===== src/rtl/fetch_stage.sv =====
// fetch_stage: RV32I instruction-fetch stage with IF/ID pipeline register.
// Keeps the fetch PC, runs a req/ack handshake with instruction memory,
// buffers a response that arrives while decode is stalled, and throws away
// any response still in flight when execute redirects the PC.
// Optional build macro FETCH_PERF_CNT_EN adds perf_fetched / perf_bubbles.
module fetch_stage #(
   parameter logic [31:0] RESET_PC = 32'h0000_0000,
   parameter logic [31:0] NOP_INST = 32'h0000_0013
) (
   input  logic        clk,
   input  logic        rst_n,
   output logic        imem_req,
   output logic [31:0] imem_addr,
   input  logic        imem_ack,
   input  logic [31:0] imem_rdata,
   input  logic        stall,
   input  logic        br_taken,
   input  logic [31:0] br_target,
   output logic        if_valid,
   output logic [31:0] if_inst,
   output logic [31:0] if_pc
`ifdef FETCH_PERF_CNT_EN
   ,
   output logic [31:0] perf_fetched,
   output logic [31:0] perf_bubbles
`endif
);

   // IDLE: one quiet cycle out of reset; REQ: request pc; HOLD: response
   // parked in hold_inst while decode stalls; DROP: wait out a stale request.
   typedef enum logic [1:0] {IDLE, REQ, HOLD, DROP} state_t;

   state_t      state, state_nxt;
   logic [31:0] pc, pc_nxt;
   logic [31:0] req_addr, req_addr_nxt;
   logic [31:0] hold_inst, hold_inst_nxt;
   logic        if_valid_nxt;
   logic [31:0] if_inst_nxt, if_pc_nxt;
   logic [31:0] tgt;

   // Redirect targets are always word aligned.
   assign tgt = {br_target[31:2], 2'b00};

   // Next-state, next register values and memory-side outputs.
   always_comb begin
      state_nxt     = state;
      pc_nxt        = pc;
      req_addr_nxt  = req_addr;
      hold_inst_nxt = hold_inst;
      if_valid_nxt  = if_valid;
      if_inst_nxt   = if_inst;
      if_pc_nxt     = if_pc;
      imem_req      = 1'b0;
      imem_addr     = pc;
      case (state)
         IDLE: begin
            state_nxt = REQ;
            if (br_taken) begin
               pc_nxt       = tgt;
               if_valid_nxt = 1'b0;
               if_inst_nxt  = NOP_INST;
            end
         end
         REQ: begin
            imem_req = 1'b1;
            if (br_taken) begin
               pc_nxt       = tgt;
               if_valid_nxt = 1'b0;
               if_inst_nxt  = NOP_INST;
               // A request that is not answered this cycle is still owed by
               // memory; remember its address and swallow the reply in DROP.
               if (!imem_ack) begin
                  req_addr_nxt = pc;
                  state_nxt    = DROP;
               end
            end else if (imem_ack && !stall) begin
               if_inst_nxt  = imem_rdata;
               if_pc_nxt    = pc;
               if_valid_nxt = 1'b1;
               pc_nxt       = pc + 32'd4;
            end else if (imem_ack) begin
               hold_inst_nxt = imem_rdata;
               state_nxt     = HOLD;
            end else if (!stall) begin
               if_valid_nxt = 1'b0;
               if_inst_nxt  = NOP_INST;
            end
         end
         HOLD: begin
            if (br_taken) begin
               pc_nxt       = tgt;
               if_valid_nxt = 1'b0;
               if_inst_nxt  = NOP_INST;
               state_nxt    = REQ;
            end else if (!stall) begin
               // pc was not advanced on the buffered ack, so it is still the
               // address of hold_inst.
               if_inst_nxt  = hold_inst;
               if_pc_nxt    = pc;
               if_valid_nxt = 1'b1;
               pc_nxt       = pc + 32'd4;
               state_nxt    = REQ;
            end
         end
         DROP: begin
            imem_req     = 1'b1;
            imem_addr    = req_addr;
            if_valid_nxt = 1'b0;
            if_inst_nxt  = NOP_INST;
            if (br_taken) pc_nxt = tgt;
            if (imem_ack) state_nxt = REQ;
         end
         default: state_nxt = IDLE;
      endcase
   end

   // FSM state register.
   always_ff @(posedge clk or negedge rst_n) begin
      if (!rst_n) state <= IDLE;
      else        state <= state_nxt;
   end

   // PC, outstanding-request address and IF/ID register.
   always_ff @(posedge clk or negedge rst_n) begin
      if (!rst_n) begin
         pc       <= RESET_PC;
         req_addr <= RESET_PC;
         if_valid <= 1'b0;
         if_inst  <= NOP_INST;
         if_pc    <= 32'd0;
      end else begin
         pc       <= pc_nxt;
         req_addr <= req_addr_nxt;
         if_valid <= if_valid_nxt;
         if_inst  <= if_inst_nxt;
         if_pc    <= if_pc_nxt;
      end
   end

   // Skid buffer for a response accepted while decode is stalled.
   always_ff @(posedge clk) begin
      hold_inst <= hold_inst_nxt;
   end

`ifdef FETCH_PERF_CNT_EN
   logic perf_load;
   assign perf_load = !br_taken && !stall &&
                      ((state == REQ && imem_ack) || state == HOLD);

   // Fetched-instruction and bubble counters, free-running modulo 2^32.
   always_ff @(posedge clk or negedge rst_n) begin
      if (!rst_n) begin
         perf_fetched <= 32'd0;
         perf_bubbles <= 32'd0;
      end else begin
         if (perf_load)          perf_fetched <= perf_fetched + 32'd1;
         if (!if_valid && !stall) perf_bubbles <= perf_bubbles + 32'd1;
      end
   end
`endif

endmodule


===== config.mk =====
export PLATFORM = sky130hd
export DESIGN_NAME = fetch_stage
export DESIGN_NICKNAME = d
export VERILOG_FILES = /design/src/rtl/fetch_stage.sv
export SDC_FILE = /design/constraint.sdc
export NUM_CORES = 1
export LEC_CHECK = 0
export CAP_MARGIN = 10
export CORE_MARGIN = 2
export CORE_UTILIZATION = 41
export CTS_CLUSTER_DIAMETER = 200
export DETAILED_ROUTE_END_ITERATION = 10
export HOLD_SLACK_MARGIN = 0.05
export PLACE_DENSITY = 0.7
export SYNTH_ARGS = -nofsm -noshare
export SYNTH_HDL_FRONTEND = slang
export SYNTH_SLANG_ARGS = --single-unit

===== constraint.sdc =====
create_clock -name clk -period 3.05 [get_ports clk]
set_input_delay 0.61 -clock clk [delete_from_list [all_inputs] [get_ports clk]]
set_output_delay 0.61 -clock clk [all_outputs]
set_load 0.1 [all_outputs]

==> run_results.csv <==
group,metric,value,unit
run_status,status,"finished clean",
finish,num_antenna_cells,0,
timing,finalWorstSetupSlack,0.5106,ns
synth,ys_seq_area_share,55.45,%
placement,post-dp-hpwl,13240,um
routing,wl_per_cell,18.35,um
timing,rsz0062_at_grt,"false",
grt,grt_pass1_vias,5879,
grt,grt_max_degree,73,
timing,setup_tns,0,ns
grt,track_usage,19.95,%
synth,synth_cells,622,
clock_network,holdBufCountCts,0,
synth,yosys-top-cells-area,"dfrtp_1 41%, mux2_2 14%, edfxtp_1 13%",
placement,gp_congestion,0.8391,
routing,drt-initial-drc-count,402,
timing,finClkSkew,0.01352,ns
synth,yosys_warnings,0,
clock_network,root_buffer,"clkbuf_16",
routing,drtPass1Iterations,5,
synth,synth_seq_cells,157,
routing,routed_wl,18570,um
finish,fin_nets,844,
job,max-cap-violations,0,
clock_network,clk_latency,0.43,ns
clock_network,clkTransAtPathRegs,0.06,ns
worst_setup_path,crit_fanout,18,
placement,post-place-ws,0.4695,ns
routing,vias_per_cell,5.525,
finish,n_fill_cell,1482,
die,start_util,41.37,%
timing,setup_viol_count_final,0,
worst_setup_path,endpoint_kind,"flop",
clock_network,cts_resized,0,
clock_network,clock-sinks,157,
finish,regArea,4093,um2
die,fp-row-count,49,
timing,post-route-period-util,83.26,%
synth,yosysUniqueCellTypes,66,
die,die_h,138.2,um
synth,async_flop_share,79.62,%
routing,remaining_drc_errors,0,
synth,post_synth.cell_area_avg,11.87,um2
routing,vias,5591,
die,io_pins,167,
grt,antenna_found_initial,0,
synth,synth_edf_count,32,
worst_setup_path,cp-start-kind,"flop",
timing,hold_slack,0.1820,ns
die,die-area,19090,um2
finish,layout-drive-gt1-share,33.33,%
timing,drv_slew,0,
grt,grt_pass1_wl,30840,um
clock_network,cts-buffers-inserted,17,
worst_hold_path,min_path_type,"input port to async pin",
synth,netlist_area,7381,um2
die,core-area,17840,um2
timing,slew_headroom,54.20,%
synth,yosys.area.top_type,"dfrtp_1",
clock_network,htreeDepth,4,
die,die_w,138.2,um
timing,hold_viol,0,
worst_setup_path,critical_path_required,3.39,ns
placement,io_buffer_count,160,
timing,worstMarginPinSlew,0.6870,ns
routing,ant_nets,0,
clock_network,cts_tree,"built",
timing,fin_crit,2.539,ns
worst_setup_path,crit_type,"flop to flop",
placement,placed_cell_area,9380,um2
timing,fmax,393.8,MHz
synth,synthFlopType,"dfrtp_1",
clock_network,postCtsSetupBuffers,0,
grt,grt_overflow_total,0,
finish,area_growth,35.04,%
worst_setup_path,worstPathArrival,2.88,ns
finish,multi_input_area,3032,um2
finish,design_area,9967,um2
synth,yosysTopAreaCellShare,41.36,%
clock_network,clockBufferDepth,2,
[worst max-delay path, cell delays in order (launching register included)]
cell and delay [ns]:
dfrtp_1 0.41, inv_1 0.08, ha_1 0.50, inv_1 0.37, o221a_1 0.36, buf_4 0.20
or3_1 0.34, o211ai_1 0.19
[routing by layer]
layer / GRT usage (%) / routed length, um / vias up
li1: - / - / 2600
met1: 26.14 / 7756 / 2736
met2: 31.66 / 9027 / 214
met3: 5.300 / 1205 / 41
met4: 8.217 / 581 / 0
met5: 0 / 0 / -
[cell usage in the layout, fill, tap and decap left out, types with 7 or more instances in the layout]
cell	netlist	final
a21oi_1	22	22
a22oi_1	31	31
buf_12	0	34
buf_4	6	80
clkbuf_16	0	17
clkdlybuf4s50_1	0	65
clkinvlp_4	0	7
dfrtp_1	122	122
edfxtp_1	32	32
inv_1	7	7
mux2_2	92	92
nand2_1	61	61
nand3_1	13	13
nand4_1	11	11
nor2_1	21	21
o21ai_0	27	26
o21ai_1	7	8
o31ai_1	31	31
[cells in the mapped netlist, types with 4 or more instances]
cell type,number
o31ai_1,31
inv_1,7
and3_1,5
xnor2_1,5
clkbuf_1,27
nand2_1,61
buf_2,17
nor2_1,21
a21oi_1,22
o22ai_1,5
o21ai_1,7
nor2b_1,4
dfrtp_1,122
nand4_1,11
mux2_2,92
ha_1,5
o21ai_0,27
buf_4,6
edfxtp_1,32
nand3_1,13
a22oi_1,31
[final cells by class]
class	count	share of cell area [%]
repair buffers	180	19.50
multi-input cells	407	30.42
clock inverters	14	1.582
well taps	229	2.875
flip-flops and latches	157	41.06
clock buffers	18	4.306
inverters	7	0.2636
[cell families (layout without fill, tap and decap cells)]
kind of cell	after synthesis	after routing	synth area share (%)
buf+inv	61	219	3.797
simple gates	147	147	10.68
compound gates	152	152	14.31
flops	157	157	55.45
mux	92	92	14.04
fa+ha+maj	5	5	0.8476
xor+xnor	7	7	0.8307
other cells	1	4	0.05081
[metrics by stage]
step,cells,utilization (%)
6_report,1012,55.87
5_1_grt,1012,55.87
4_1_cts,1012,55.87
3_5_place_dp,980,52.58
3_3_place_gp,980,52.58
2_1_floorplan,625,-
[flip-flops by register name, summed over array words and instances, names as in the netlist]
name / count
hold_inst: 32
if_pc: 30
pc: 30
req_addr: 30
if_inst: 32
state: 2
if_valid: 1
[worst paths after layout]
path,from,end,slack (ns),cells after the start
min reg2reg,if_inst[30],if_inst[30],0.48,2
max,state[0],pc[19],0.51,7
max in group asynchronous,rst_n,if_inst[1],2.08,2
min,rst_n,if_pc[8],0.18,1
min in group clk,if_inst[30],if_inst[30],0.48,2
max reg2reg,state[0],pc[19],0.51,7
Power is not shown: default switching activity piles up to over one toggle a cycle in this logic, so the estimate is an artifact.
